File: src/rtl/qwiregmst.sv
// Single-outstanding command master driving a BRAM-style register bus.
// Out-of-range commands are answered locally with an error and counted.
module qwiregmst #(
    parameter int unsigned REGCNT = 2,
    parameter int unsigned AWID   = 9,
    parameter int unsigned DWID   = 32,
    parameter int unsigned RDLAT  = 1,
    localparam int unsigned BW    = DWID / 8
) (
    input  logic            reg_clk_i,
    input  logic            sys_rst_ni,
    input  logic            cmd_valid_i,
    output logic            cmd_ready_o,
    input  logic            cmd_wr_i,
    input  logic [AWID-1:0] cmd_addr_i,
    input  logic [DWID-1:0] cmd_wdata_i,
    input  logic [BW-1:0]   cmd_be_i,
    output logic            rsp_valid_o,
    input  logic            rsp_ready_i,
    output logic            rsp_wr_o,
    output logic            rsp_err_o,
    output logic [DWID-1:0] rsp_rdata_o,
    output logic            reg_ce_o,
    output logic [BW-1:0]   reg_we_o,
    output logic [AWID-1:0] reg_addr_o,
    output logic [DWID-1:0] reg_wrd_o,
    input  logic [DWID-1:0] reg_rdd_i,
    output logic [7:0]      err_cnt_o
);

    typedef enum logic [1:0] {StIdle, StIssue, StRdwait, StResp} state_e;

    state_e          state_q, state_d;
    logic            rdy_q;
    logic            wr_q, wr_d;
    logic [BW-1:0]   be_q, be_d;
    logic [AWID-1:0] addr_q, addr_d;
    logic [DWID-1:0] wrd_q, wrd_d;
    logic [2:0]      cnt_q, cnt_d;
    logic            rsp_wr_q, rsp_wr_d;
    logic            rsp_err_q, rsp_err_d;
    logic [DWID-1:0] rsp_rdata_q, rsp_rdata_d;
    logic [7:0]      err_cnt_q, err_cnt_d;
    logic            bad_addr;

    assign bad_addr = 32'(cmd_addr_i) >= REGCNT;

    always_comb begin
        state_d     = state_q;
        wr_d        = wr_q;
        be_d        = be_q;
        addr_d      = addr_q;
        wrd_d       = wrd_q;
        cnt_d       = cnt_q;
        rsp_wr_d    = rsp_wr_q;
        rsp_err_d   = rsp_err_q;
        rsp_rdata_d = rsp_rdata_q;
        err_cnt_d   = err_cnt_q;
        unique case (state_q)
            StIdle: begin
                if (cmd_valid_i && rdy_q) begin
                    wr_d = cmd_wr_i;
                    if (bad_addr) begin
                        rsp_wr_d    = cmd_wr_i;
                        rsp_err_d   = 1'b1;
                        rsp_rdata_d = '0;
                        if (err_cnt_q != 8'hFF) begin
                            err_cnt_d = err_cnt_q + 8'd1;
                        end
                        state_d = StResp;
                    end else begin
                        // Bus-side address/data only move for commands that reach the bus
                        be_d    = cmd_be_i;
                        addr_d  = cmd_addr_i;
                        wrd_d   = cmd_wdata_i;
                        state_d = StIssue;
                    end
                end
            end
            StIssue: begin
                if (wr_q) begin
                    rsp_wr_d    = 1'b1;
                    rsp_err_d   = 1'b0;
                    rsp_rdata_d = '0;
                    state_d     = StResp;
                end else begin
                    cnt_d   = 3'(RDLAT - 1);
                    state_d = StRdwait;
                end
            end
            StRdwait: begin
                if (cnt_q == 3'd0) begin
                    rsp_wr_d    = 1'b0;
                    rsp_err_d   = 1'b0;
                    rsp_rdata_d = reg_rdd_i;
                    state_d     = StResp;
                end else begin
                    cnt_d = cnt_q - 3'd1;
                end
            end
            StResp: begin
                if (rsp_ready_i) begin
                    state_d = StIdle;
                end
            end
            default: state_d = StIdle;
        endcase
    end

    always_ff @(posedge reg_clk_i or negedge sys_rst_ni) begin
        if (!sys_rst_ni) begin
            state_q     <= StIdle;
            rdy_q       <= 1'b0;
            wr_q        <= 1'b0;
            be_q        <= '0;
            addr_q      <= '0;
            wrd_q       <= '0;
            cnt_q       <= '0;
            rsp_wr_q    <= 1'b0;
            rsp_err_q   <= 1'b0;
            rsp_rdata_q <= '0;
            err_cnt_q   <= '0;
        end else begin
            state_q     <= state_d;
            rdy_q       <= 1'b1;
            wr_q        <= wr_d;
            be_q        <= be_d;
            addr_q      <= addr_d;
            wrd_q       <= wrd_d;
            cnt_q       <= cnt_d;
            rsp_wr_q    <= rsp_wr_d;
            rsp_err_q   <= rsp_err_d;
            rsp_rdata_q <= rsp_rdata_d;
            err_cnt_q   <= err_cnt_d;
        end
    end

    // rdy_q keeps cmd_ready low during reset and until the first clock after release
    assign cmd_ready_o = rdy_q && (state_q == StIdle);
    assign rsp_valid_o = (state_q == StResp);
    assign rsp_wr_o    = rsp_wr_q;
    assign rsp_err_o   = rsp_err_q;
    assign rsp_rdata_o = rsp_rdata_q;
    assign reg_ce_o    = (state_q == StIssue);
    assign reg_we_o    = (state_q == StIssue && wr_q) ? be_q : '0;
    assign reg_addr_o  = addr_q;
    assign reg_wrd_o   = wrd_q;
    assign err_cnt_o   = err_cnt_q;

endmodule

File: config.mk
export PLATFORM = sky130hd
export DESIGN_NAME = qwiregmst
export DESIGN_NICKNAME = d
export VERILOG_FILES = /design/src/rtl/qwiregmst.sv
export SDC_FILE = /design/constraint.sdc
export NUM_CORES = 1
export LEC_CHECK = 0
export ABC_AREA = 1
export CAP_MARGIN = 25
export CORE_MARGIN = 2
export CORE_UTILIZATION = 45
export CTS_CLUSTER_DIAMETER = 60
export CTS_CLUSTER_SIZE = 30
export DETAILED_ROUTE_END_ITERATION = 10
export GPL_ROUTABILITY_DRIVEN = 1
export HOLD_SLACK_MARGIN = 0.06
export MAX_ROUTING_LAYER = met4
export PLACE_DENSITY = 0.81
export SETUP_SLACK_MARGIN = 0.2
export SLEW_MARGIN = 20
export SYNTH_ARGS = -nofsm -noshare
export SYNTH_HDL_FRONTEND = slang
export SYNTH_SLANG_ARGS = --single-unit
export TNS_END_PERCENT = 10
File: constraint.sdc
create_clock -name reg_clk_i -period 2.44 [get_ports reg_clk_i]
set_clock_uncertainty 0.1 [all_clocks]
set_input_delay 0.244 -clock reg_clk_i [delete_from_list [all_inputs] [get_ports reg_clk_i]]
set_output_delay 0.244 -clock reg_clk_i [all_outputs]
set_load 0.005 [all_outputs]
==> impl_metrics.ini <==
[clock_tree]
h-tree-depth = 3
cts_tree = yes
clk-insertion-delay-late_ps = 350
numCtsBuffers = 9
root_buffer = clkbuf_8
clkTransAtPathRegs_ps = 90
clk_path_buf_depth = 2
cts.sinks = 94

[setup_path]
crit_type = flop to output port
worst-path-max-fanout = 8
crit_arrival_ps = 1790
cp.required_ps = 2100
crit_path_end_kind = output port
critPathLaunchType = flop

[timing]
max_freq_mhz = 468.7
whs_ps = 331.8
hold_violations = 0
drv_slew = 0
tightest_slew_ps = 613.8
fin_tns_setup_ps = 0
max-slew-margin-rel_pct = 59.08
layout_min_cycle_time_ps = 2134
setup_viol = 0
rsz0062_at_grt = yes
post-route-period-util_pct = 87.44

[synth]
yosys.area.top_type = dfrtp_1
synth_fp_nets = 614
ys_seq_area_share_pct = 51.17
synthDistinctLibCells = 28
synth_area_mm2 = 0.004597
yosysWarnings = 0
yosys.area.top_type_share_pct = 51.17
synth_area_leaders = dfrtp_1 (51%), nand2_1 (16%), nand3b_1 (5.4%), nand4_1 (5.0%), nand2_2 (4.4%)
synth-seq-cells = 94
syn_area_per_cell_um2 = 8.773
syn_inst = 524

[pwr]
internal_power_uw = 3641
p_switching_uw = 2134
peakVddDrop_mv = 0.4461
pwr-share-seq_pct = 37.2
swShare_pct = 36.96
powerDensity_mw_per_mm2 = 877.5
leakagePower_uw = 0.003246
pwr-share-comb_pct = 43.0
power_frac_clock_pct = 19.7

[route]
drt_iter0_drc = 199
dr_wl_met3_um = 667
routed_wl_um = 11980
avgViaCountPerCell = 4.983
vias = 4111
wl_per_cell_um = 14.52
dr.pass1.iters = 5
wl_met2_um = 5934
highest_layer = met4
drtAntennaViolNets = 0
drc = 0
wirelength_met1_um = 5193

[floorplan]
ios = 172
die_w_um = 105.1
dieArea_mm2 = 0.01104
fp-row-count = 36
coreArea_mm2 = 0.009864
initial_core_util_pct = 46.60
die_y_um = 105.1

[hold_path]
hp-class = primary input to async pin

[status]
outcome = completed

[global_route]
grt_max_degree = 48
grt_pass1_wl_um = 19400
grt_remaining_overflow = 0
grt_usage_pct = 22.30
antenna_found_initial = 0
grt_pass1_vias = 4101

[final_layout]
layout.nets = 777
area_growth_pct = 43.17
n_antenna_cell = 0
drive_above_1_share_pct = 10.98

[run]
maxCapViolCount = 0

[place]
io_buffer_count = 171
globalplace.congestion = 0.8187
place_hpwl_um = 8246
## through the flow
| stage | util (%) | area (µm²) | worst slack (ps) | instances | power (µW) |
|---|---|---|---|---|---|
| final | 66.72 | 6581 | 306.5 | 825 | 5775 |
| after global routing | 66.72 | 6581 | 203.4 | 825 | 6160 |
| after CTS | 66.37 | 6548 | 163.0 | 824 | 5730 |
| after detailed placement | 63.97 | 6310 | 254.5 | 806 | 4567 |
| after global placement | 63.97 | 6310 | 304.6 | 806 | 4492 |
| after floorplan | - | 4597 | 772.1 | 524 | 3658 |
## final timing paths
| path | startpoint | endpoint | slack [ps] | cells after the start |
|---|---|---|---|---|
| hold reg to reg | reg_addr_o[6]$_DFFE_PN0P_ | reg_addr_o[6]$_DFFE_PN0P_ | 380 | 2 |
| min in group reg_clk_i | cmd_wdata_i[13] | reg_wrd_o[13]$_DFFE_PN0P_ | 350 | 3 |
| setup reg to reg | state_q[0]$_DFFE_PN0P_ | rsp_rdata_o[8]$_DFFE_PN0P_ | 400 | 8 |
| setup / recovery | state_q[0]$_DFFE_PN0P_ | cmd_ready_o | 310 | 5 |
| hold / removal | sys_rst_ni | rsp_rdata_o[30]$_DFFE_PN0P_ | 330 | 2 |
| max in group asynchronous | sys_rst_ni | reg_wrd_o[28]$_DFFE_PN0P_ | 1180 | 3 |
## cells in the final DEF, fill, tap and decap left out, drive strengths merged
cell	n
clkinvlp	2
ha	8
o21ai	8
clkinv	1
a21oi	2
nor2	19
nand2	231
buf	10
nand3b	33
nand4	37
nand3	21
dfrtp	94
a21o	1
inv	35
xor2	2
xnor2	1
conb	1
o21bai	2
clkbuf	11
clkdlybuf4s50	170
bufinv	2
dlygate4sd3	1
## critical path, cell delays in order, from the launching register on
cell             delay, ps
dfrtp_1                460
inv_2                  140
ha_4                   220
nand2_1                 60
inv_1                   50
clkdlybuf4s50_1        510
## per-layer routing
metal | track usage [%] | up-vias
met5 | - | -
met4 | 6.762 | 0
met3 | 3.618 | 18
met2 | 37.20 | 167
met1 | 28.00 | 1928
li1 | - | 1998
## flip-flops by register name, indices dropped and copies added, names as in the netlist, 2 cells and up
register and count:
reg_wrd_o 32, rsp_rdata_o 32, reg_addr_o 9, err_cnt_o 8
be_q 4, cnt_q 3, state_q 2
## logic make-up after synthesis
family / count (synthesis) / synth area share, %
compound gates: 13 / 1.579
simple gates: 340 / 36.66
other cells: 1 / 0.08158
flops: 94 / 51.17
fa+ha+maj: 8 / 2.178
xor+xnor: 3 / 0.5717
buf+inv: 65 / 7.757
## area by class of cell
type	count	area (µm²)
clock inverters	5	83.83
fillers	807	3283
multi-input cells	366	1929
flip-flops and latches	94	2352
clock buffers	11	131.4
well taps	133	166.4
inverters	35	131.4
repair buffers	181	1787
## cells in the mapped netlist, drive strengths merged
cell type and n:
a21oi 2, nor2 18, ha 8, nand3b 33
conb 1, xor2 2, buf 23, nand3 21
o21bai 2, a21o 1, xnor2 1, o21ai 8
dfrtp 94, clkbuf 7, nand4 37, nand2 231
inv 35
## power by group through the flow
stage | Clock (µW) | Sequential [µW] | Combinational [µW]
6_report | 1140 | 2150 | 2490
4_1_cts | 1160 | 2140 | 2420
3_3_place_gp | 0 | 2170 | 2320
5_1_grt | 1220 | 2190 | 2740
3_5_place_dp | 0 | 2180 | 2390
2_1_floorplan | 0 | 2170 | 1480
## what timing repair did
item	4_1_cts	5_1_grt
endpoints found under the setup margin	5	79
setup buffers	1	0
gates cloned	0	1
hold endpoints to repair	44	0
hold buffers	1	0
pin swaps	0	1
gates resized for setup	2	5
Note: power is estimated with default switching activity, not from simulation.
